--- src/rtl/neuron_mac_seq_if.sv ---
// Handshake and memory-port bundle between the layer sequencer and its
// input buffer, weight ROM, activation LUT and downstream layer buffer.
interface neuron_mac_seq_if #(
  parameter int X_ADDR_WIDTH = 3,
  parameter int W_ADDR_WIDTH = 5
) ();
  logic                    start;
  logic                    busy;
  logic                    done;
  logic [X_ADDR_WIDTH-1:0] x_addr;
  logic [7:0]              x_data;
  logic [W_ADDR_WIDTH-1:0] w_addr;
  logic [7:0]              w_data;
  logic [7:0]              lut_addr;
  logic [7:0]              lut_data;
  logic [3:0]              y_addr;
  logic [7:0]              y_data;
  logic                    y_valid;

  modport master (
    input  start, x_data, w_data, lut_data,
    output busy, done, x_addr, w_addr, lut_addr, y_addr, y_data, y_valid
  );

  modport slave (
    output start, x_data, w_data, lut_data,
    input  busy, done, x_addr, w_addr, lut_addr, y_addr, y_data, y_valid
  );
endinterface

--- src/rtl/neuron_mac_seq.sv ---
// Layer sequencer: per neuron, MAC over N_IN input/weight pairs read from
// 1-cycle-latency ROMs, shift+saturate, activation LUT lookup, emit result.
module neuron_mac_seq #(
  parameter int N_IN         = 8,
  parameter int N_OUT        = 4,
  parameter int W_ADDR_WIDTH = 5,
  parameter int X_ADDR_WIDTH = 3,
  parameter int SHIFT        = 8
) (
  input  logic               clk,
  input  logic               rst_n,
  neuron_mac_seq_if.master   bus
);

  localparam int DATA_W  = 8;
  localparam int PROD_W  = 17;
  localparam int ACC_W   = 20;
  localparam logic [X_ADDR_WIDTH-1:0] K_LAST = X_ADDR_WIDTH'(N_IN - 1);
  localparam logic [3:0]              N_LAST = 4'(N_OUT - 1);

  typedef enum logic [2:0] {IDLE, MAC, DRAIN, ACT, WB} state_t;

  state_t                    state, state_nxt;
  logic [X_ADDR_WIDTH-1:0]   k;
  logic [W_ADDR_WIDTH-1:0]   w_ptr;
  logic [3:0]                n;
  logic signed [ACC_W-1:0]   acc;
  logic [DATA_W-1:0]         lut_addr_r;
  logic [DATA_W-1:0]         y_data_r;
  logic [3:0]                y_addr_r;
  logic                      y_valid_r;
  logic                      done_r;

  logic signed [PROD_W-1:0]  x_ext, w_ext, prod_p0;
  logic signed [ACC_W-1:0]   acc_sum;

  // Shift, clamp to the signed 8-bit range, then flip the sign bit so the
  // LUT is indexed in offset binary (-128 -> 0, 0 -> 128, 127 -> 255).
  function automatic logic [DATA_W-1:0] to_lut_addr(input logic signed [ACC_W-1:0] a);
    logic signed [ACC_W-1:0] s;
    logic [DATA_W-1:0]       q;
    s = a >>> SHIFT;
    if (s > ACC_W'(127))       q = 8'h7f;
    else if (s < ACC_W'(-128)) q = 8'h80;
    else                       q = s[DATA_W-1:0];
    return {~q[DATA_W-1], q[DATA_W-2:0]};
  endfunction

  // Stage p0: product of the ROM outputs addressed in the previous cycle
  assign x_ext   = {{(PROD_W-DATA_W){1'b0}}, bus.x_data};
  assign w_ext   = {{(PROD_W-DATA_W){bus.w_data[DATA_W-1]}}, bus.w_data};
  assign prod_p0 = x_ext * w_ext;
  assign acc_sum = acc + ACC_W'(prod_p0);

  always_ff @(posedge clk or negedge rst_n) begin
    if (!rst_n) state <= IDLE;
    else        state <= state_nxt;
  end

  always_comb begin
    state_nxt = state;
    case (state)
      IDLE:    if (bus.start) state_nxt = MAC;
      MAC:     if (k == K_LAST) state_nxt = DRAIN;
      DRAIN:   state_nxt = ACT;
      ACT:     state_nxt = WB;
      WB:      state_nxt = (n == N_LAST) ? IDLE : MAC;
      default: state_nxt = IDLE;
    endcase
  end

  always_ff @(posedge clk or negedge rst_n) begin
    if (!rst_n) begin
      k          <= '0;
      w_ptr      <= '0;
      n          <= '0;
      acc        <= '0;
      lut_addr_r <= '0;
      y_data_r   <= '0;
      y_addr_r   <= '0;
      y_valid_r  <= 1'b0;
      done_r     <= 1'b0;
    end else begin
      y_valid_r <= 1'b0;
      done_r    <= 1'b0;
      case (state)
        IDLE: begin
          if (bus.start) begin
            k     <= '0;
            w_ptr <= '0;
            n     <= '0;
            acc   <= '0;
          end
        end
        MAC: begin
          // Data for index k-1 arrives now; nothing is valid on the first cycle
          if (k != '0) acc <= acc_sum;
          if (k != K_LAST) begin
            k     <= k + 1'b1;
            w_ptr <= w_ptr + 1'b1;
          end
        end
        DRAIN: begin
          acc        <= acc_sum;
          lut_addr_r <= to_lut_addr(acc_sum);
        end
        ACT: ;
        WB: begin
          y_data_r  <= bus.lut_data;
          y_addr_r  <= n;
          y_valid_r <= 1'b1;
          if (n == N_LAST) begin
            done_r <= 1'b1;
          end else begin
            n     <= n + 1'b1;
            k     <= '0;
            acc   <= '0;
            w_ptr <= w_ptr + 1'b1;
          end
        end
        default: ;
      endcase
    end
  end

  assign bus.busy     = (state != IDLE);
  assign bus.done     = done_r;
  assign bus.x_addr   = k;
  assign bus.w_addr   = w_ptr;
  assign bus.lut_addr = lut_addr_r;
  assign bus.y_addr   = y_addr_r;
  assign bus.y_data   = y_data_r;
  assign bus.y_valid  = y_valid_r;

endmodule
--- src/flat_wrapper.sv ---
// flat-port wrapper written by rule: the top's interface ports become plain ports
module neuron_mac_seq_flat 
#(
  parameter int N_IN         = 8,
  parameter int N_OUT        = 4,
  parameter int W_ADDR_WIDTH = 5,
  parameter int X_ADDR_WIDTH = 3,
  parameter int SHIFT        = 8
)
  (clk, rst_n, bus_start, bus_x_data, bus_w_data, bus_lut_data, bus_busy, bus_done, bus_x_addr, bus_w_addr, bus_lut_addr, bus_y_addr, bus_y_data, bus_y_valid);
  neuron_mac_seq_if #(.X_ADDR_WIDTH(X_ADDR_WIDTH), .W_ADDR_WIDTH(W_ADDR_WIDTH)) bus_i ();
  input  logic clk;
  input  logic rst_n;
  input wire logic [$bits(bus_i.start)-1:0] bus_start;
  input wire logic [$bits(bus_i.x_data)-1:0] bus_x_data;
  input wire logic [$bits(bus_i.w_data)-1:0] bus_w_data;
  input wire logic [$bits(bus_i.lut_data)-1:0] bus_lut_data;
  output wire logic [$bits(bus_i.busy)-1:0] bus_busy;
  output wire logic [$bits(bus_i.done)-1:0] bus_done;
  output wire logic [$bits(bus_i.x_addr)-1:0] bus_x_addr;
  output wire logic [$bits(bus_i.w_addr)-1:0] bus_w_addr;
  output wire logic [$bits(bus_i.lut_addr)-1:0] bus_lut_addr;
  output wire logic [$bits(bus_i.y_addr)-1:0] bus_y_addr;
  output wire logic [$bits(bus_i.y_data)-1:0] bus_y_data;
  output wire logic [$bits(bus_i.y_valid)-1:0] bus_y_valid;
  assign bus_i.start = bus_start;
  assign bus_i.x_data = bus_x_data;
  assign bus_i.w_data = bus_w_data;
  assign bus_i.lut_data = bus_lut_data;
  assign bus_busy = bus_i.busy;
  assign bus_done = bus_i.done;
  assign bus_x_addr = bus_i.x_addr;
  assign bus_w_addr = bus_i.w_addr;
  assign bus_lut_addr = bus_i.lut_addr;
  assign bus_y_addr = bus_i.y_addr;
  assign bus_y_data = bus_i.y_data;
  assign bus_y_valid = bus_i.y_valid;
  neuron_mac_seq #(.N_IN(N_IN), .N_OUT(N_OUT), .W_ADDR_WIDTH(W_ADDR_WIDTH), .X_ADDR_WIDTH(X_ADDR_WIDTH), .SHIFT(SHIFT)) u_core (.clk(clk), .rst_n(rst_n), .bus(bus_i));
endmodule
--- config.mk ---
export PLATFORM = sky130hd
export DESIGN_NAME = neuron_mac_seq_flat
export DESIGN_NICKNAME = d
export VERILOG_FILES = /design/src/rtl/neuron_mac_seq_if.sv /design/src/rtl/neuron_mac_seq.sv /design/src/flat_wrapper.sv
export SDC_FILE = /design/constraint.sdc
export NUM_CORES = 1
export LEC_CHECK = 0
export BUFFER_PORTS_ARGS = -buffer_cell sky130_fd_sc_hd__buf_4
export CORE_MARGIN = 2
export CORE_UTILIZATION = 45
export DETAILED_ROUTE_END_ITERATION = 12
export SKIP_LAST_GASP = 1
export SLEW_MARGIN = 20
export SYNTH_ARGS = -nofsm -noshare
export SYNTH_HDL_FRONTEND = slang
export SYNTH_SLANG_ARGS = --single-unit
--- constraint.sdc ---
create_clock -name clk -period 5.1 [get_ports clk]
set_input_delay 1.02 -clock clk [delete_from_list [all_inputs] [get_ports clk]]
set_output_delay 1.02 -clock clk [all_outputs]
set_load 0.03 [all_outputs]
==> key figures <==
Outcome
  – Status: finished with violations
  – Failing checks: negative setup slack

Critical path
  – RR Endpoint: u_core.bus.lut_addr[1]
  – Depth of the worst register-to-register path: 17
  – Reg2reg start: u_core.acc[6]
  – Crit path capture type: flip-flop
  – CP cell instances: buf_8, nand2_4, fa_1, fa_1, inv_2, fa_1, fa_1, fa_1, ha_4, o21a_1, o31a_1, a21oi_4, a311o_1, o311ai_4, a41oi_4, o211ai_1
  – Path type of the worst setup path: primary input to flip-flop
  – Startpoint Class: primary input
  – WP buf/inv: 2
  – Crit path DAT: 5600 ps
  – Crit path largest cell delay: 570 ps
  – Critical path's slowest cell: fa_1
  – CP delay by family, top: adder cells
  – Critical path peak fanout: 7
  – Flop2flop setup slack: 170 ps
  – Critical path depth: 16
  – Worst EP required: 5280 ps
  – Most used cell, CP: fa_1

Timing
  – Achievable Freq: 184 MHz
  – Relative slew slack: 0.479
  – Clk_skew: 4.46 ps
  – Setup TNS: -2170 ps
  – Final period util: 1.06
  – Final setup viols: 11
  – Final Critical Period: 5420 ps
  – Final worst slack: -320 ps
  – RSZ-0062 raised after global routing: yes
  – Slew Viols, Final: 0
  – Measured slew at the worst slew-check pin: 782 ps
  – Final hold vios: 0

Drt
  – Residual DRC: 0
  – DRT Wirelength: 13000 um
  – Final antenna-violating net count: 0
  – Iter 0 DRT Violations: 161
  – TritonRoute pass-1 iters: 6
  – WL/cell: 15.7 um
  – Via Count: 4344
  – Drt via density: 5.26

Synthesis
  – Yosys reg bits: 57
  – Synthesized instance count: 552
  – Netlist cell types: 52
  – Synth area leaders: dfrtp_1 (26%), fa_1 (19%), ha_1 (15%), inv_1 (5.5%), nand2_1 (4.8%)
  – Largest area contributor in the netlist: dfrtp_1
  – Post-synth top area share: 0.262
  – Ys flop type: dfrtp_1
  – Syn avg cell area: 9.85 um^2
  – Synth warn: 0
  – Synthesized net count: 695
  – Asr flop ratio synth: 1.00
  – EDFF count, synth: 0
  – Synth Cell Area: 5440 um^2
  – Sequential-to-total area share from yosys stat: 0.262

Hold path
  – Hold Crit Class: flip-flop to flip-flop
  – Cell depth of the worst hold path: 2
  – Min-Delay Endpoint: u_core.acc[5]
  – Hold path start: u_core.acc[5]

Floorplan
  – DIE HEIGHT: 114 um
  – Die Wd: 114 um
  – Core region area: 11900 um^2
  – Initial core utilization: 0.456
  – DIE AREA: 13000 um^2
  – Boundary pin count: 58
  – Rows: 40

Clock network
  – # clock sinks: 57
  – Root Buffer: clkbuf_16
  – CTS tree: done
  – Clock transition at path regs: 50 ps
  – Worst-Skew Late Latency: 320 ps
  – Num CTS Buffers: 9
  – Longest Clk Path Bufs: 2
  – H-tree depth: 3

Pwr
  – Pleak: 3.62 nW
  – Cell Pwr Density: 781 nW/um^2
  – Maximum VDD drop: 0.481 mV

Final layout
  – Fillers: 1009
  – Nets: 817
  – Leading cell types in the layout, fill and taps excluded: buf_4 (110), inv_1 (74), nand2_1 (62), dfrtp_1 (57), ha_1 (53)
  – Antenna Cells: 0
  – Layout cell share with drive strength beyond 1: 0.327
  – Post-Layout Cell Count: 826
  – Commonest non-fill, non-tap cell in the layout: buf_4
  – Layout area overhead: 34.6%

Place
  – Placed Cells incl. Taps: 792
  – GP Congestion: 0.854
  – Pre-CTS WS: -870 ps
  – I/O Buffers: 57
  – Final HPWL DP: 10100 um

Global routing
  – First-pass GRT wire length: 22300 um
  – Gr ovfl total: 0
  – GRT Util Overall: 0.214
  – Number of global-route vias before repair: 4673
  – Initial antenna violation count: 0
  – Largest net degree at the start of global routing: 58

Job
  – Maximum Capacitance Violations: 0
## report_power, final
part           switching, mW  internal, mW  leakage (nW)  total (mW)
Sequential            0.0920         0.567         0.732       0.659
Combinational           2.33          2.19          2.76        4.53
Clock                  0.205         0.324         0.128       0.530
Total                   2.63          3.09          3.62        5.71
## layer usage
layer | routed length [um] | global-route usage | vias up | part of all wire
li1 | - | - | 2082 | -
met1 | 5620 | 0.281 | 2160 | 0.43
met2 | 6710 | 0.368 | 77 | 0.52
met3 | 339 | 0.0367 | 25 | 0.026
met4 | 288 | 0.0545 | 0 | 0.022
met5 | 0 | 0 | - | 0
## worst min-delay path: cells and delay by family, from the launching register on
family / cells / cell delay, ps
AND/OR/NAND/NOR: 1 / 50
AO/OA/AOI/OAI: 1 / 60
flip-flops: 1 / 340
## synth_stat cells, types with 7 or more instances
| master | number |
|---|---|
| a21oi_1 | 20 |
| a22o_1 | 14 |
| and2_1 | 28 |
| clkbuf_1 | 9 |
| dfrtp_1 | 57 |
| fa_1 | 51 |
| ha_1 | 65 |
| inv_1 | 79 |
| mux2_2 | 12 |
| nand2_1 | 70 |
| nand2b_1 | 12 |
| nand3_1 | 11 |
| nor2_1 | 12 |
| nor3_1 | 7 |
| o21ai_0 | 25 |
| xnor2_1 | 9 |
| xor2_1 | 8 |
## sequential cells by signal, summed over array words and instances, names as in the netlist
signal	count
u_core.n	4
u_core.bus.done	1
u_core.bus.y_addr	4
u_core.bus.y_data	8
u_core.bus.x_addr	3
u_core.acc	20
u_core.state	3
u_core.bus.y_valid	1
u_core.bus.w_addr	5
u_core.bus.lut_addr	8
## metrics by stage
stage | instance area (um^2) | hold WS, ps | util | power, mW
floorplan | 5560 | 450 | - | 3.00
global placement | 6460 | 472 | 0.542 | 4.02
detailed placement | 6460 | 474 | 0.542 | 4.10
CTS | 7030 | 486 | 0.590 | 5.13
global route | 7320 | 522 | 0.614 | 6.19
finish | 7320 | 479 | 0.614 | 5.71
## worst max path at each step
stage / slack [ps] / start / endpoint
2_1_floorplan: -340 / bus_w_data[0] / u_core.bus.lut_addr[2]
3_3_place_gp: -780 / bus_w_data[7] / u_core.bus.lut_addr[1]
3_5_place_dp: -870 / bus_w_data[7] / u_core.bus.lut_addr[1]
4_1_cts: -380 / bus_x_data[0] / u_core.bus.lut_addr[3]
5_1_grt: -450 / bus_w_data[1] / u_core.bus.lut_addr[3]
6_report: -320 / bus_w_data[2] / u_core.bus.lut_addr[1]
## layout make-up
cell class	instances	area, um^2	area share
Clock buffer	10	229	0.0313
Timing Repair Buffer	126	1040	0.143
Sequential cell	57	1430	0.195
Inverter	79	300	0.0410
Clock inverter	6	35.0	0.00479
Tap cell	147	184	0.0251
Multi-Input combinational cell	401	4100	0.560
## cells by family after synthesis
group,after synthesis,share of synthesized area
buf+inv,94,0.0661
mux,14,0.0285
simple gates,155,0.141
flops,57,0.262
fa+ha+maj,116,0.337
compound gates,98,0.134
xor+xnor,18,0.0304
## repair_timing
action                     4_1_cts  5_1_grt
gates resized for setup         45       43
setup endpoints to repair       17       17
buffers inserted                10       10
pin swaps                       37       35
hold buffers                     0        0
No activity file was read; power rests on OpenSTA's default activity.
